File: config.mk
export PLATFORM = sky130hd
export DESIGN_NAME = pipelined_barrel_shifter
export DESIGN_NICKNAME = d
export VERILOG_FILES = /design/src/rtl/pipelined_barrel_shifter.sv
export SDC_FILE = /design/constraint.sdc
export NUM_CORES = 1
export LEC_CHECK = 0
export CAP_MARGIN = 5
export CORE_MARGIN = 2
export CORE_UTILIZATION = 55
export DETAILED_ROUTE_END_ITERATION = 8
export HOLD_SLACK_MARGIN = 0.1
export PLACE_DENSITY = 0.76
export SLEW_MARGIN = 20
export SYNTH_ARGS = -nofsm -noshare
export SYNTH_HDL_FRONTEND = slang
export SYNTH_SLANG_ARGS = --single-unit
export TNS_END_PERCENT = 1
File: constraint.sdc
create_clock -name clk -period 16.7 [get_ports clk]
set_input_delay 3.34 -clock clk [delete_from_list [all_inputs] [get_ports clk]]
set_output_delay 3.34 -clock clk [all_outputs]
set_load 0.02 [all_outputs]
File: src/rtl/pipelined_barrel_shifter.sv
// Pipelined barrel shifter: one register stage per shift-amount bit, valid/ready at both ends.
// Stage k applies a 2^k step when its shamt bit is set; empty stages collapse under backpressure.
module pipelined_barrel_shifter #(
  parameter int unsigned WIDTH   = 32,
  parameter int unsigned SHAMT_W = 5
) (
  input  logic               clk,
  input  logic               reset,
  input  logic               in_valid,
  output logic               in_ready,
  input  logic [WIDTH-1:0]   in_data,
  input  logic [SHAMT_W-1:0] in_shamt,
  input  logic [2:0]         in_op,
  input  logic               in_fill,
  output logic               out_valid,
  input  logic               out_ready,
  output logic [WIDTH-1:0]   out_data,
  output logic               busy
);

  typedef enum logic [2:0] {
    OpSll   = 3'b000,
    OpSrl   = 3'b001,
    OpSra   = 3'b010,
    OpRor   = 3'b011,
    OpRol   = 3'b100,
    OpSrf   = 3'b101,
    OpPass0 = 3'b110,
    OpPass1 = 3'b111
  } op_e;

  localparam int unsigned Last = SHAMT_W - 1;

  if (SHAMT_W != $clog2(WIDTH) || WIDTH < 8 || (WIDTH & (WIDTH - 1)) != 0) begin : g_bad_params
    $error("pipelined_barrel_shifter: WIDTH must be a power of 2 >= 8 and SHAMT_W = log2(WIDTH)");
  end

  // Stage registers
  logic [SHAMT_W-1:0] valid_q;
  logic [WIDTH-1:0]   data_q  [SHAMT_W];
  logic [SHAMT_W-1:0] shamt_q [SHAMT_W];
  op_e                op_q    [SHAMT_W];
  logic               fill_q  [SHAMT_W];

  // What each stage would capture this cycle
  logic [SHAMT_W-1:0] src_valid;
  logic [WIDTH-1:0]   src_data  [SHAMT_W];
  logic [SHAMT_W-1:0] src_shamt [SHAMT_W];
  op_e                src_op    [SHAMT_W];
  logic               src_fill  [SHAMT_W];
  logic [WIDTH-1:0]   shift_d   [SHAMT_W];
  logic [SHAMT_W-1:0] load;

  // Right shifts share one path: the fill bit already encodes SRL/SRA/SRF.
  function automatic logic [WIDTH-1:0] stage_shift(input logic [WIDTH-1:0] d,
                                                   input op_e              op,
                                                   input logic             fill,
                                                   input logic             en,
                                                   input int unsigned      amt);
    logic [WIDTH-1:0] fill_mask;
    fill_mask   = fill ? ~({WIDTH{1'b1}} >> amt) : '0;
    stage_shift = d;
    if (en) begin
      case (op)
        OpSll:               stage_shift = d << amt;
        OpSrl, OpSra, OpSrf: stage_shift = (d >> amt) | fill_mask;
        OpRor:               stage_shift = (d >> amt) | (d << (WIDTH - amt));
        OpRol:               stage_shift = (d << amt) | (d >> (WIDTH - amt));
        default:             stage_shift = d;
      endcase
    end
  endfunction

  // Ready ripples back from the consumer; an empty stage can always take its predecessor.
  always_comb begin : flow_ctrl
    logic chain;
    load       = '0;
    chain      = ~valid_q[Last] | out_ready;
    load[Last] = chain;
    for (int k = int'(SHAMT_W) - 2; k >= 0; k--) begin
      chain   = ~valid_q[k] | chain;
      load[k] = chain;
    end
  end

  always_comb begin : stage_sources
    src_valid    = '0;
    src_valid[0] = in_valid;
    src_data[0]  = in_data;
    src_shamt[0] = in_shamt;
    src_op[0]    = op_e'(in_op);
    case (op_e'(in_op))
      OpSra:   src_fill[0] = in_data[WIDTH-1];
      OpSrf:   src_fill[0] = in_fill;
      default: src_fill[0] = 1'b0;
    endcase
    for (int k = 1; k < int'(SHAMT_W); k++) begin
      src_valid[k] = valid_q[k-1];
      src_data[k]  = data_q[k-1];
      src_shamt[k] = shamt_q[k-1];
      src_op[k]    = op_q[k-1];
      src_fill[k]  = fill_q[k-1];
    end
  end

  always_comb begin : stage_shifters
    for (int k = 0; k < int'(SHAMT_W); k++) begin
      shift_d[k] = stage_shift(src_data[k], src_op[k], src_fill[k], src_shamt[k][k],
                               32'd1 << k);
    end
  end

  // Payload only moves with a valid beat so bubbles do not toggle the datapath.
  always_ff @(posedge clk or posedge reset) begin
    if (reset) begin
      valid_q <= '0;
      for (int k = 0; k < int'(SHAMT_W); k++) begin
        data_q[k]  <= '0;
        shamt_q[k] <= '0;
        op_q[k]    <= OpSll;
        fill_q[k]  <= 1'b0;
      end
    end else begin
      for (int k = 0; k < int'(SHAMT_W); k++) begin
        if (load[k]) begin
          valid_q[k] <= src_valid[k];
          if (src_valid[k]) begin
            data_q[k]  <= shift_d[k];
            shamt_q[k] <= src_shamt[k];
            op_q[k]    <= src_op[k];
            fill_q[k]  <= src_fill[k];
          end
        end
      end
    end
  end

  assign in_ready  = load[0];
  assign out_valid = valid_q[Last];
  assign out_data  = data_q[Last];
  assign busy      = |valid_q;

endmodule

=== Word-level counts from Yosys, hierarchy flattened ===
Index checks and enable logic that the tools add are counted.

* Register bits after elaboration: 201
* Input port bits: 45
* Output and inout port bits: 35
* Word-level logic and storage cells: 104

* Eq/ne operators: 25
* Muxes and demuxes: 16
* Bitwise operators: 24
* Reduce and logical (&&, ||, !) cells: 17

{| class="wikitable"
|+ Operators by type and width
! operator !! number
|-
| one-hot mux 32 bit (4 select lines) || 4
|-
| 2-to-1 mux 32 bit || 10
|-
| one-hot mux 32 bit (3 select lines) || 1
|-
| bitwise OR 24 x 32 -> 32 bit || 2
|-
| bitwise OR 28 x 32 -> 32 bit || 2
|-
| bitwise OR 30 x 32 -> 32 bit || 2
|-
| bitwise OR 31 x 32 -> 32 bit || 2
|-
| bitwise OR 16 x 32 -> 32 bit || 1
|-
| bitwise OR 32 x 1 -> 32 bit || 1
|-
| bitwise OR 32 x 16 -> 32 bit || 1
|-
| bitwise OR 32 x 2 -> 32 bit || 1
|-
| bitwise OR 32 x 4 -> 32 bit || 1
|-
| bitwise OR 32 x 8 -> 32 bit || 1
|-
| == test 3 x 2 -> 1 bit (second input constant) || 10
|-
| == test 3 bit (second input constant) || 10
|-
| == test 3 x 1 -> 1 bit (second input constant) || 5
|-
| zero test 3 bit || 5
|-
| OR reduction 3 bit || 5
|-
| AND reduction 2 bit || 5
|-
| NOT 1 bit || 5
|-
| bitwise OR 1 bit || 5
|-
| OR reduction 5 bit || 1
|-
| one-hot mux 1 bit (2 select lines) || 1
|-
| OR reduction 2 bit || 1
|}

=== Longest topological paths before layout ===
Gate-level depths: netlist (run 1).

* Word-level depth: 7
* Depth in mapped cells: 7
* Mapped depth without buffers: 4

=== Worst setup path before layout (run 1) ===
Ideal clock, no wire load.

* Path kind: input to output
* Start point: input port out_ready
* End point: output port in_ready
* Arrival: 3.945 ns
* Data required time: 13.360 ns
* Slack: 9.415 ns
* Stages: 2
* Path buffers: 0
* Cells stage by stage: nand4b_4 > or2_2

* Longest elaborated chain between the ends: 5

{| class="wikitable"
|+ Ends and longest elaborated chain
! item !! RTL line !! RTL
|-
| from (decl) || 16 || <nowiki>input logic out_ready,</nowiki>
|-
| bitwise OR 1 bit || 78 || <nowiki>chain = ~valid_q[Last] | out_ready;</nowiki>
|-
| bitwise OR 1 bit (4 in a row) || 81 || <nowiki>chain = ~valid_q[k] | chain;</nowiki>
|-
| to (decl) || 10 || <nowiki>output logic in_ready,</nowiki>
|}

No other way between the ends.

=== Worst setup path in the final report (run 1) ===
Ends and elaborated chain as after synthesis.

==> results of run 1 <==
-- registers in the layout, indices dropped and copies added, names as in the netlist --
register and count:
valid_q 5, fill_q 4, shamt_q 10, out_data 32, data_q 128, op_q 12
-- cells in the mapped netlist, types with 5 or more instances --
cell type	number	area share, %
dfrtp_1	191	42
nor2b_1	10	0.55
o2bb2ai_1	96	7.4
o32ai_1	14	1.1
mux2_2	117	12
buf_4	40	2.7
a221oi_1	16	1.2
nand2_1	187	6.2
buf_2	49	2.2
o21ai_1	16	0.71
a32o_1	14	1.2
clkbuf_1	51	1.7
a211oi_1	18	1.2
o2111ai_1	15	1.2
buf_1	5	0.17
o21ai_0	177	7.8
nor2_1	43	1.4
o22ai_1	96	5.3
nand2b_1	15	0.83
-- power by group through the flow --
stage	clock, mW	sequential, mW	combinational, mW
floorplan	0	0.756	0.720
global placement	0	0.832	0.832
detailed placement	0	0.843	0.856
CTS	0.426	0.834	0.860
global route	0.447	0.866	0.951
finish	0.421	0.841	0.863
-- metrics by stage --
step                      total power [mW]  cell area (sq um)
after floorplan                       1.48              11300
after global placement                1.66              11900
after detailed placement              1.70              11900
after CTS                             2.12              12500
after global routing                  2.27              12500
final                                 2.13              12500
-- path summary, 6_finish.rpt --
path,startpoint,endpoint,slack (ns),cells after the start
max,out_ready,in_ready,8.43,4
min,out_data[31],out_data[31],0.48,2
max reg2reg,op_q[11],data_q[75],14.44,4
min reg2reg,out_data[31],out_data[31],0.48,2
max in group asynchronous,reset,data_q[82],11.92,3
min in group asynchronous,reset,valid_q[0],3.49,2
-- metal layers --
layer  vias up  track usage [%]  part of all wire (%)
met5         -                0                     0
met4         0             5.87                   1.4
met3        32             3.92                   5.3
met2       320             39.9                    47
met1      4577             36.6                    46
li1       4443                -                     -
-- worst reg2reg max path, stage by stage, from the launching register on --
cell and delay, ns:
dfrtp_1 0.71, nand2b_1 0.87, o22ai_1 0.16, o2bb2ai_1 0.19, o21ai_0 0.23
-- logic make-up after synthesis --
group	share of synthesized area, %
buffers and inverters	7.05
and+or+nand+nor	9.75
muxes	12.1
DFF	42.3
AOI/OAI and AO/OA	28.9
-- final cells by class --
cell class | count | area (sq um)
Sequential cell | 191 | 4780
Clock inverter | 15 | 199
Timing Repair Buffer | 101 | 960
Multi-Input combinational cell | 868 | 5770
Clock buffer | 17 | 425
Fill cell | 1701 | 7740
Inverter | 4 | 20.0
Tap cell | 270 | 338
==> impl_results.md, run 1 <==
* Outcome: completed
* Top_reg_cell synth: dfrtp_1
* Synth Net Count at 1257
* N_diodes at 0
* Cell Area, Synth at 11300 sq um
* Minimum clock period at 8.27 ns
* Asr flop ratio synth at 100%
* Sequential share of power at 39.6%
* Comb power frac at 40.6%
* Worst Skew at 0.0128 ns
* Dpl ws at 8.41 ns
* Crit path max-delay cell type: clkdlybuf4s50_1
* Detailed Route Iter0 Violations at 1021
* Crit Path Class: input pin to output pin
* Slew HR at slightly below 30%
* Crit share post-route at roughly half
* Avg Vias per Cell at 6.39
* Die Y at 147 um
* Most common cell after layout, fill and taps aside: dfrtp_1
* Slowest stage delay, CP at around 0.55 ns
* Worst vdd ir at 0.0875 mV
* Total number of yosys warnings at 0
* Post-DRT Antenna Nets at 0
* Row count at 52
* Slew at the pin closest to its max-slew limit at 1.07 ns
* 1st-pass router iterations at 5
* Final core utilization at 61.7%
* Clk pwr share at 19.8%
* Sequential area share after synthesis at between 40% and 50%
* Hold Vio Cnt, Final at 0
* Setup violators final at 0
* Fmax at 0.121 GHz
* Die area at 21700 sq um
* Antenna violations before repair at 0
* CTS tree: done
* Deepest clock path buffer count at 2
* First-pass GRT wire length at 44800 um
* Layout cells sized above 1 at 15.9%
* Worst Path Max Fanout at 6
* Die width at 147 um
* Worst hold margin at 0.483 ns
* PD cells at 170 nW/um^2
* Top Ports at 80
* Final std cells w/o fill at 1466
* Wire per inst at ~18 um
* GRT Total Usage at 25.1%
* Worst EP arrival at 4.93 ns
* Max-Cap Viols at 0
* Area grow syn2layout at 10.5%
* Vias in the first global route at 8543
* Largest net degree at the start of global routing at around 110
* CP Cell Sequence: clkdlybuf4s50_1, nand4b_4, or2_2, clkdlybuf4s50_1
* Final TNS setup at 0 ns
* Post-CTS Hold Buffers at 0
* Grt ovf at 0
* Library cells used by synthesis at 40
* P_sw at slightly below 0.9 mW
* Worst Hold Class: register to register
* Lkg Pwr at 4.79 nW
* Gates resized, CTS repair at 0
* Bufs and invs on worst path at 2
* Critical Path Start Type: input pin
* Core box area at 20200 sq um
* Setup bufs post-CTS at 0
* Setup crit end kind: output pin
* Fin nets at 1228
* Switching share of power at between 40% and 50%
* Crit-path most repeated cell: clkdlybuf4s50_1
* Most frequent cells in the layout: dfrtp_1, nand2_1, o21ai_0
* Placed insts at 1434
* Post-synth EDFFs at 0
* Delay-heaviest family, CP: buffers and inverters
* Total CTS buffers at 17
* P_int at ~1.2 mW
* Syn Inst Count at 1212
* GPL Wtd Cong at 0.819
* PortBufs at 79
* Clock tree sinks at 191
* Final WL at 26800 um
* Skew-Pair Late Insertion Delay at 0.43 ns
* Critical Path RT at roughly 13 ns
* CTS root buf: clkbuf_16
* Hpwl dp at 17900 um
* Vias at 9372
* Avg Synthesized Cell Area at 9.33 sq um
* RSZ-0062 raised after global routing: no
* Starting density of the core at 55.9%
* DR DRC count at 0
* Clock Pin Slew Worst Setup and Hold Paths at 0.07 ns
* Fin. max-slew vios at 0
* Post-route setup slack at 8.43 ns
* Synthesized flop and latch total at 191
* Clock H-tree levels at 4
Power figures use the tool's default switching activity.
==> run 2: changes to the inputs <==
CORE_UTILIZATION = 54   (was 55)
PLACE_DENSITY = 0.78   (was 0.76)
clock period = 6.9 ns   (was 16.7 ns; I/O delays follow)
==> run 2 against run 1 <==
Power grew 140%. Worst setup slack worse by 5.9 ns. Die area increased by 1.8%. Largest cell class unchanged. Highest routed layer unchanged. First-iteration DRC count up 5.9%.
==> impl_results.md, run 2 (synthesis results as in run 1) <==
* RSZ-0062 raised after global routing: no
* GPL Wtd Cong at 0.861
* Hold path startpoint: out_data[16]
* Setup crit end kind: output pin
* Die width at 149 um
* Clk pwr share at 19.5%
* Critical Path Start Type: input pin
* Sequential share of power at 39.6%
* Max reg flops at roughly 130
* Reg2reg end: data_q[81]
* Row count at 52
* Wire per inst at 18.5 um
* Most flops, register: data_q
* CTS root buf: clkbuf_16
* Outcome: completed
* Worst Skew at 0.0134 ns
* Die Y at 149 um
* Clock H-tree levels at 4
* Fmax at 0.228 GHz
* Max-Cap Viols at 0
* Antenna violations before repair at 0
* PortBufs at 79
* Starting density of the core at between 50% and 60%
* Worst Path Max Fanout at 6
* Hold Vio Cnt, Final at 0
* Setup violators final at 0
* Clock Pin Slew Worst Setup and Hold Paths at approximately 0.080 ns
* Post-CTS Hold Buffers at 0
* Lkg Pwr at 4.78 nW
* Hold Crit Endpoint: out_data[16]
* Final std cells w/o fill at 1465
* Placed insts at 1433
* Crit Path Class: input pin to output pin
* Total Power at 5.13 mW
* Critical Path RT at 5.52 ns
* Gates resized, CTS repair at 0
* P_int at 2.97 mW
* 1st-pass router iterations at 6
* Grt ovf at 0
* Minimum clock period at 4.38 ns
* PD cells at 411 nW/um^2
* Top Ports at 80
* Final WL at 27100 um
* Comb power frac at 40.9%
* Slew at the pin closest to its max-slew limit at between 1 and 1.5 ns
* Vias at 9319
* R2R depth at 4
* Slew HR at 32.4%
* Worst EP arrival at about 3 ns
* Setup bufs post-CTS at 0
* Most common cell after layout, fill and taps aside: dfrtp_1
* Final TNS setup at 0 ns
* Largest net degree at the start of global routing at 85
* Area grow syn2layout at 10.4%
* Core box area at between 20000 and 25000 sq um
* Vias in the first global route at 8722
* Switching share of power at about 42%
* Avg Vias per Cell at 6.36
* FF-to-FF setup slack at 4.70 ns
* Detailed Route Iter0 Violations at 1081
* Hold Crit Depth at 2
* Fin. max-slew vios at 0
* GRT Total Usage at 25.1%
* N_diodes at 0
* Hpwl dp at 18100 um
* Die area at between 20000 and 25000 sq um
* Layout cells sized above 1 at 15.9%
* Post-route setup slack at 2.52 ns
* P_sw at 2.16 mW
* Crit path from: out_ready
* Crit share post-route at roughly 63%
* Fin nets at 1227
* Worst vdd ir at ~0.22 mV
* Reg-to-Reg Start: op_q[11]
* Skew-Pair Late Insertion Delay at 0.44 ns
* Most frequent cells in the layout: dfrtp_1, nand2_1, o21ai_0
* Total CTS buffers at 17
* Worst Hold Class: register to register
* First-pass GRT wire length at 45400 um
* CTS tree: done
* Dpl ws at 2.53 ns
* Clock tree sinks at 191
* Post-DRT Antenna Nets at 0
* Deepest clock path buffer count at 2
* DR DRC count at 0
## run 2: worst max-delay path: stages
cell and delay, ns:
clkdlybuf4s50_1 0.46, nand4b_4 0.27, or2_2 0.35, clkdlybuf4s50_1 0.54
## run 2: power groups by stage
stage,clock network [mW],registers (mW),logic (mW)
final,1.00,2.03,2.10
after global routing,1.06,2.09,2.32
after CTS,1.01,2.01,2.09
after detailed placement,0,2.03,2.07
after global placement,0,2.00,2.02
after floorplan,0,1.83,1.74
## run 2: worst max path at each step
stage                             end  slack (ns)  cells past startpoint
after floorplan           data_q[100]        0.32                      1
final                        in_ready        2.52                      4
after detailed placement     in_ready        2.53                      4
after global placement       in_ready        2.56                      4
after CTS                    in_ready        2.53                      4
after global routing         in_ready        2.47                      4
## run 2: metrics by stage
stage                     area [sq um]  util [%]  hold slack (ns)
final                            12500      61.3            0.487
after global routing             12500      61.3            0.526
after CTS                        12500      61.2            0.488
after detailed placement         11900      58.2            0.470
after global placement           11800      58.2            0.469
after floorplan                  11300         -            0.451
## run 2: layout make-up
cell class | count | area (sq um)
multi-input combinational | 868 | 5780
timing repair buffer | 100 | 943
clock buffer | 17 | 425
sequential | 191 | 4780
fill | 1747 | 7890
clock inverter | 15 | 196
tap | 270 | 338
inverter | 4 | 20.0
## run 2: layer usage
layer,vias up,global-route usage [%],share of wire (%),routed length (um)
li1,4444,-,-,-
met1,4526,36.3,46,12400
met4,0,6.19,1.6,438
met3,38,3.28,5.0,1340
met5,-,0,0,0
met2,311,40.5,48,12900
